$ cat config.mk
export PLATFORM = sky130hd
export DESIGN_NAME = cvxif_copro_router
export DESIGN_NICKNAME = d
export VERILOG_FILES = /design/src/rtl/cvxif_copro_router.sv
export SDC_FILE = /design/constraint.sdc
export NUM_CORES = 1
export LEC_CHECK = 0
export ABC_AREA = 1
export CAP_MARGIN = 20
export CORE_MARGIN = 2
export CORE_UTILIZATION = 39
export DETAILED_ROUTE_END_ITERATION = 10
export GPL_TIMING_DRIVEN = 1
export PLACE_DENSITY = 0.94
export SYNTH_ARGS = -nofsm -noshare
export SYNTH_HDL_FRONTEND = slang
export SYNTH_SLANG_ARGS = --single-unit
$ cat constraint.sdc
create_clock -name clk_i -period 4.2 [get_ports clk_i]
set_clock_uncertainty 0.1 [all_clocks]
set_input_delay 0.63 -clock clk_i [delete_from_list [all_inputs] [get_ports clk_i]]
set_output_delay 0.63 -clock clk_i [all_outputs]
set_load 0.1 [all_outputs]
$ cat src/rtl/cvxif_copro_router.sv
// cvxif_copro_router
//   Connects one CV-X-IF master (the core) to NrCopro coprocessors.
//   Issue requests are forked to every coprocessor. Accept and writeback
//   answers are collected, and the id of each accepted writeback
//   instruction is recorded together with its owning coprocessor.
//   Owned results are arbitrated round-robin into a one-entry registered
//   output stage towards the core. Results that no coprocessor owns
//   (orphans) are acknowledged, dropped and flagged on err_o.
// Ports
//   clk_i, rst_ni            clock, asynchronous active-low reset
//   flush_i                  drop all outstanding ids and the output stage
//   x_issue_*                core issue channel (instr, id in; ready, accept, writeback out)
//   copro_issue_*            per-coprocessor issue valid out; ready, accept, writeback in
//   copro_result_*           per-coprocessor result channel, packed, coprocessor 0 in the LSBs
//   x_result_*               registered result channel to the core
//   err_o                    sticky protocol error (multi-accept or orphan result)
module cvxif_copro_router #(
  parameter int unsigned NrCopro = 2,
  parameter int unsigned IdWidth = 2,
  parameter int unsigned XLEN    = 64
) (
  input  logic                       clk_i,
  input  logic                       rst_ni,
  input  logic                       flush_i,
  input  logic                       x_issue_valid_i,
  output logic                       x_issue_ready_o,
  input  logic [31:0]                x_issue_instr_i,
  input  logic [IdWidth-1:0]         x_issue_id_i,
  output logic                       x_issue_accept_o,
  output logic                       x_issue_writeback_o,
  output logic [NrCopro-1:0]         copro_issue_valid_o,
  input  logic [NrCopro-1:0]         copro_issue_ready_i,
  input  logic [NrCopro-1:0]         copro_issue_accept_i,
  input  logic [NrCopro-1:0]         copro_issue_writeback_i,
  input  logic [NrCopro-1:0]         copro_result_valid_i,
  output logic [NrCopro-1:0]         copro_result_ready_o,
  input  logic [NrCopro*IdWidth-1:0] copro_result_id_i,
  input  logic [NrCopro*XLEN-1:0]    copro_result_data_i,
  input  logic [NrCopro*5-1:0]       copro_result_rd_i,
  input  logic [NrCopro-1:0]         copro_result_we_i,
  output logic                       x_result_valid_o,
  input  logic                       x_result_ready_i,
  output logic [IdWidth-1:0]         x_result_id_o,
  output logic [XLEN-1:0]            x_result_data_o,
  output logic [4:0]                 x_result_rd_o,
  output logic                       x_result_we_o,
  output logic                       err_o
);

  localparam int unsigned Depth = 2 ** IdWidth;
  localparam int unsigned PtrW  = (NrCopro > 1) ? $clog2(NrCopro) : 1;

  logic [Depth-1:0]   r_tbl_valid;
  logic [PtrW-1:0]    r_tbl_owner [Depth];
  logic [NrCopro-1:0] r_taken, r_acc, r_wb;
  logic [PtrW-1:0]    r_rr;
  logic               r_out_valid;
  logic [IdWidth-1:0] r_out_id;
  logic [XLEN-1:0]    r_out_data;
  logic [4:0]         r_out_rd;
  logic               r_out_we;
  logic               r_err;

  logic               w_can_issue, w_issue_done, w_multi_acc;
  logic [NrCopro-1:0] w_issue_hs, w_acc_all, w_wb_all;
  logic [PtrW-1:0]    w_owner;
  logic [IdWidth-1:0] w_res_id [NrCopro];
  logic [NrCopro-1:0] w_cand, w_orphan;
  logic               w_load_ok, w_grant_valid;
  logic [PtrW-1:0]    w_grant;
  logic               w_unused_instr;

  // The instruction word reaches the coprocessors on a shared bus; the
  // router itself never decodes it.
  assign w_unused_instr = ^x_issue_instr_i;

  // ---------------- issue fork ----------------
  assign w_can_issue         = ~flush_i & ~r_tbl_valid[x_issue_id_i];
  assign copro_issue_valid_o = {NrCopro{x_issue_valid_i & w_can_issue}} & ~r_taken;
  assign w_issue_hs          = copro_issue_valid_o & copro_issue_ready_i;
  assign w_issue_done        = x_issue_valid_i & w_can_issue & (&(r_taken | copro_issue_ready_i));
  assign w_acc_all           = r_acc | (w_issue_hs & copro_issue_accept_i);
  assign w_wb_all            = r_wb | (w_issue_hs & copro_issue_writeback_i);
  assign x_issue_ready_o     = w_issue_done;
  assign x_issue_accept_o    = w_issue_done & (|w_acc_all);
  assign x_issue_writeback_o = w_issue_done & (|w_wb_all);
  assign w_multi_acc         = w_issue_done & ($countones(w_acc_all) > 1);

  // Lowest-index accepting coprocessor owns the id (scan downwards so the
  // last assignment is the lowest index).
  always_comb begin
    w_owner = '0;
    for (int unsigned i = NrCopro; i > 0; i--) begin
      if (w_acc_all[i-1]) w_owner = PtrW'(i - 1);
    end
  end

  always_ff @(posedge clk_i or negedge rst_ni) begin
    if (!rst_ni) begin
      r_taken <= '0;
      r_acc   <= '0;
      r_wb    <= '0;
    end else if (flush_i || w_issue_done) begin
      r_taken <= '0;
      r_acc   <= '0;
      r_wb    <= '0;
    end else begin
      r_taken <= r_taken | w_issue_hs;
      r_acc   <= w_acc_all;
      r_wb    <= w_wb_all;
    end
  end

  // ---------------- result arbitration ----------------
  always_comb begin
    w_cand   = '0;
    w_orphan = '0;
    for (int unsigned i = 0; i < NrCopro; i++) begin
      w_res_id[i] = copro_result_id_i[i*IdWidth +: IdWidth];
      w_cand[i]   = copro_result_valid_i[i] & r_tbl_valid[w_res_id[i]] &
                    (r_tbl_owner[w_res_id[i]] == PtrW'(i));
      w_orphan[i] = copro_result_valid_i[i] & ~w_cand[i];
    end
  end

  assign w_load_ok = ~r_out_valid | x_result_ready_i;

  always_comb begin
    logic [PtrW-1:0] idx;
    logic            found;
    idx     = '0;
    found   = 1'b0;
    w_grant = r_rr;
    for (int unsigned k = 0; k < NrCopro; k++) begin
      idx = PtrW'((32'(r_rr) + k) % NrCopro);
      if (!found && w_cand[idx]) begin
        found   = 1'b1;
        w_grant = idx;
      end
    end
    w_grant_valid = found & w_load_ok & ~flush_i;
  end

  // Orphans are acknowledged at once; during flush everything drains.
  always_comb begin
    copro_result_ready_o = w_orphan;
    if (w_grant_valid) copro_result_ready_o[w_grant] = 1'b1;
    if (flush_i) copro_result_ready_o = '1;
  end

  // ---------------- owner table ----------------
  // Set and clear never target the same id: a set needs the entry free,
  // a clear needs it valid.
  always_ff @(posedge clk_i or negedge rst_ni) begin
    if (!rst_ni) begin
      r_tbl_valid <= '0;
      for (int unsigned i = 0; i < Depth; i++) r_tbl_owner[i] <= '0;
    end else if (flush_i) begin
      r_tbl_valid <= '0;
    end else begin
      if (w_grant_valid) r_tbl_valid[w_res_id[w_grant]] <= 1'b0;
      if (x_issue_accept_o && x_issue_writeback_o) begin
        r_tbl_valid[x_issue_id_i] <= 1'b1;
        r_tbl_owner[x_issue_id_i] <= w_owner;
      end
    end
  end

  // ---------------- output stage, pointer, error ----------------
  always_ff @(posedge clk_i or negedge rst_ni) begin
    if (!rst_ni) begin
      r_out_valid <= 1'b0;
      r_out_id    <= '0;
      r_out_data  <= '0;
      r_out_rd    <= '0;
      r_out_we    <= 1'b0;
      r_rr        <= '0;
      r_err       <= 1'b0;
    end else begin
      if (flush_i) begin
        r_out_valid <= 1'b0;
      end else if (w_grant_valid) begin
        r_out_valid <= 1'b1;
        r_out_id    <= w_res_id[w_grant];
        r_out_data  <= copro_result_data_i[w_grant*XLEN +: XLEN];
        r_out_rd    <= copro_result_rd_i[w_grant*5 +: 5];
        r_out_we    <= copro_result_we_i[w_grant];
        r_rr        <= (w_grant == PtrW'(NrCopro - 1)) ? '0 : w_grant + 1'b1;
      end else if (x_result_ready_i) begin
        r_out_valid <= 1'b0;
      end
      if (w_multi_acc || ((|w_orphan) && !flush_i)) r_err <= 1'b1;
    end
  end

  assign x_result_valid_o = r_out_valid;
  assign x_result_id_o    = r_out_id;
  assign x_result_data_o  = r_out_data;
  assign x_result_rd_o    = r_out_rd;
  assign x_result_we_o    = r_out_we;
  assign err_o            = r_err;

endmodule

==> flow_summary.toml <==
[global_routing]
grt_antenna_before_repair = 0
groute.usage.overall = 0.223
grt_max_degree = 72
grt_pass1_vias = 4466
grt_pass1_wl_um = 20500
grt_overflow_total = 0

[drt]
num_vias = 4531
routedWlPerCell_um = 14.5
viasPerCell = 4.95
drc_errors = 0
drtIter0Drc = 200
first_pass_iters = 4
drtAntennaViolNets = 0
wl_um = 13300

[cts]
numCtsBuffers = 9
cts_tree = "yes"
cts.sink_count = 89
post-cts-setup-buffers = 0
cts_resized = 0
clk_pin_slew_ps = 90
clock_path_buffers = 2
cts_hold_buf = 0
clockRootBuffer = "clkbuf_8"
htree_levels = 3
clk_latency_ps = 340

[logic_synthesis]
yosysWarnings = 0
yosysSeqAreaShare = 0.531
syn_inst = 543
yosys.area_share.simple = 0.400
synth_area_sq_um = 4200
synth_top_family_by_area = "simple AND/OR/NAND/NOR gates"
post_synth_mux_area_share = 0
ys_ff_latch = 89
avgSynthCellArea_sq_um = 7.73
synth_fp_nets = 734
synthDistinctLibCells = 22
synth-compound-area-share = 0.0185
synthXorXnorAreaFrac = 0
synth_fa_ha_area_frac = 0

[sta]
period_minus_slack_ps = 3330
finalHoldViolations = 0
fin_setup_tns_ps = 0
worstMarginPinSlew_ps = 1020
maxSlewHeadroom = 0.317
max_freq_ghz = 0.300
setup_violations = 0
layout_worst_path_cycle_share = 0.793
slew_violations = 0
rsz0062_at_grt = "no"

[place]
place.gp.congestion = 0.913
hpwlAfterDp_um = 10000
port-buffer-count = 239
dp_cells = 900

[worst_setup_path]
cp-start-kind = "input pin"
path_max_fanout = 9
cp.arrival_ps = 2600
critPathCaptureType = "primary output"
required_ps = 3470
crit_type = "in -> out"

[finish]
final_common_cell = "nand2_1"
final_cell_mix = "253 x nand2_1, 231 x clkdlybuf4s50_1, 94 x nand3_1"
nets = 966
finalNonFillerCells = 916
nFillCells = 844
syn2layout_area_growth_pct = 64.5
layout-drive-gt1-share = 0.0577
diodes = 0

[run_status]
outcome = "finished clean"

[floorplanning]
coreArea_sq_um = 10400
rows = 37
die_area_sq_um = 11600
die_x_um = 108
die_h_um = 108
initial_core_util = 0.405
io_pins = 272

[power]
p_switching_mw = 2.50
irDropWorstVdd_v = 0.000499
total_leakage_power_nw = 3.14
sequentialPowerShare = 0.266
p_sw_frac = 0.549
p_int_mw = 2.05
cellPowerDensity_nw_per_um2 = 660
combPwrFrac = 0.597
p_clk_frac = 0.137

[hold_path]
hold_path_class = "in -> async"

[job]
cap_violations = 0
worst max-delay path, cell delays in order:
cell             delay (ps)
clkdlybuf4s50_1         620
inv_2                   200
nand3_1                 130
nor2_4                  200
inv_2                    80
nor3_4                  190
nand2_2                 110
nand2_4                 120
buf_4                   300
metrics by stage:
step           setup slack [ps]  power [mW]  hold slack (ps)  utilization  cell area [sq um]
2_1_floorplan              34.0        3.19              234            -               4200
3_3_place_gp                935        3.91              366        0.645               6690
3_5_place_dp                894        3.95              381        0.645               6690
4_1_cts                     894        4.59              292        0.666               6910
5_1_grt                     770        4.74              330        0.666               6910
6_report                    870        4.56              273        0.666               6910
synthesized netlist by cell type:
cell type / instances / area share
nand2_4: 1 / 0.0027
nor2_2: 2 / 0.0030
o21ai_0: 4 / 0.0048
nand2_1: 253 / 0.23
nand3_1: 94 / 0.11
nor2_1: 21 / 0.019
o21ai_2: 1 / 0.0021
nor3_4: 1 / 0.0039
clkbuf_1: 4 / 0.0036
inv_2: 3 / 0.0027
o221ai_1: 1 / 0.0021
nand3_2: 2 / 0.0048
a21oi_1: 7 / 0.0083
nor2_4: 2 / 0.0054
nand2_2: 4 / 0.0060
buf_2: 18 / 0.021
o21ai_1: 1 / 0.0012
nand4_1: 8 / 0.012
inv_1: 23 / 0.021
buf_6: 1 / 0.0027
nand3b_1: 3 / 0.0054
dfrtp_1: 89 / 0.53
power groups by stage:
| stage | registers [mW] | logic, mW | clock network (mW) |
|---|---|---|---|
| after global routing | 1.24 | 2.81 | 0.689 |
| after detailed placement | 1.22 | 2.73 | 0 |
| after global placement | 1.21 | 2.70 | 0 |
| after CTS | 1.21 | 2.73 | 0.647 |
| after floorplan | 2.87 | 0.322 | 0 |
| final | 1.21 | 2.72 | 0.626 |
final cells by class:
type,count,area (sq um),share of cell area
tap,136,170,0.0246
inverter,26,97.6,0.0141
clock buffer,12,165,0.0239
timing repair buffer,244,2430,0.353
multi-input combinational,405,1760,0.255
sequential,89,2230,0.322
clock inverter,4,50.0,0.00725
routing by layer:
layer,routed length [um],GRT usage
met1,5130,0.248
met2,6670,0.399
met3,1120,0.0672
met4,339,0.0815
met5,0,0
worst paths after layout:
kind	from	to	slack, ps	depth (start not counted)
hold / removal	rst_ni	x_result_data_o[30]	270	1
setup reg to reg	r_tbl_owner[3]	x_result_data_o[4]	1800	10
max in group asynchronous	rst_ni	x_result_data_o[7]	2860	2
setup / recovery	flush_i	x_issue_accept_o	870	9
min in group clk_i	x_result_data_o[8]	x_result_data_o[8]	400	2
hold reg to reg	x_result_data_o[8]	x_result_data_o[8]	400	2
state kept, by name, summed over array words and instances, names as in the netlist:
name              count
err_o                 1
r_acc                 2
r_rr                  1
r_taken               2
r_tbl_owner           4
r_tbl_valid           4
r_wb                  2
x_result_data_o      64
x_result_id_o         2
x_result_rd_o         5
x_result_valid_o      1
x_result_we_o         1
kinds of logic after synthesis:
group                  count (synthesis)
AND/OR/NAND/NOR                      391
buffers and inverters                 49
AO/OA/AOI/OAI                         14
flip-flops                            89
Power figures use the tool's default switching activity.
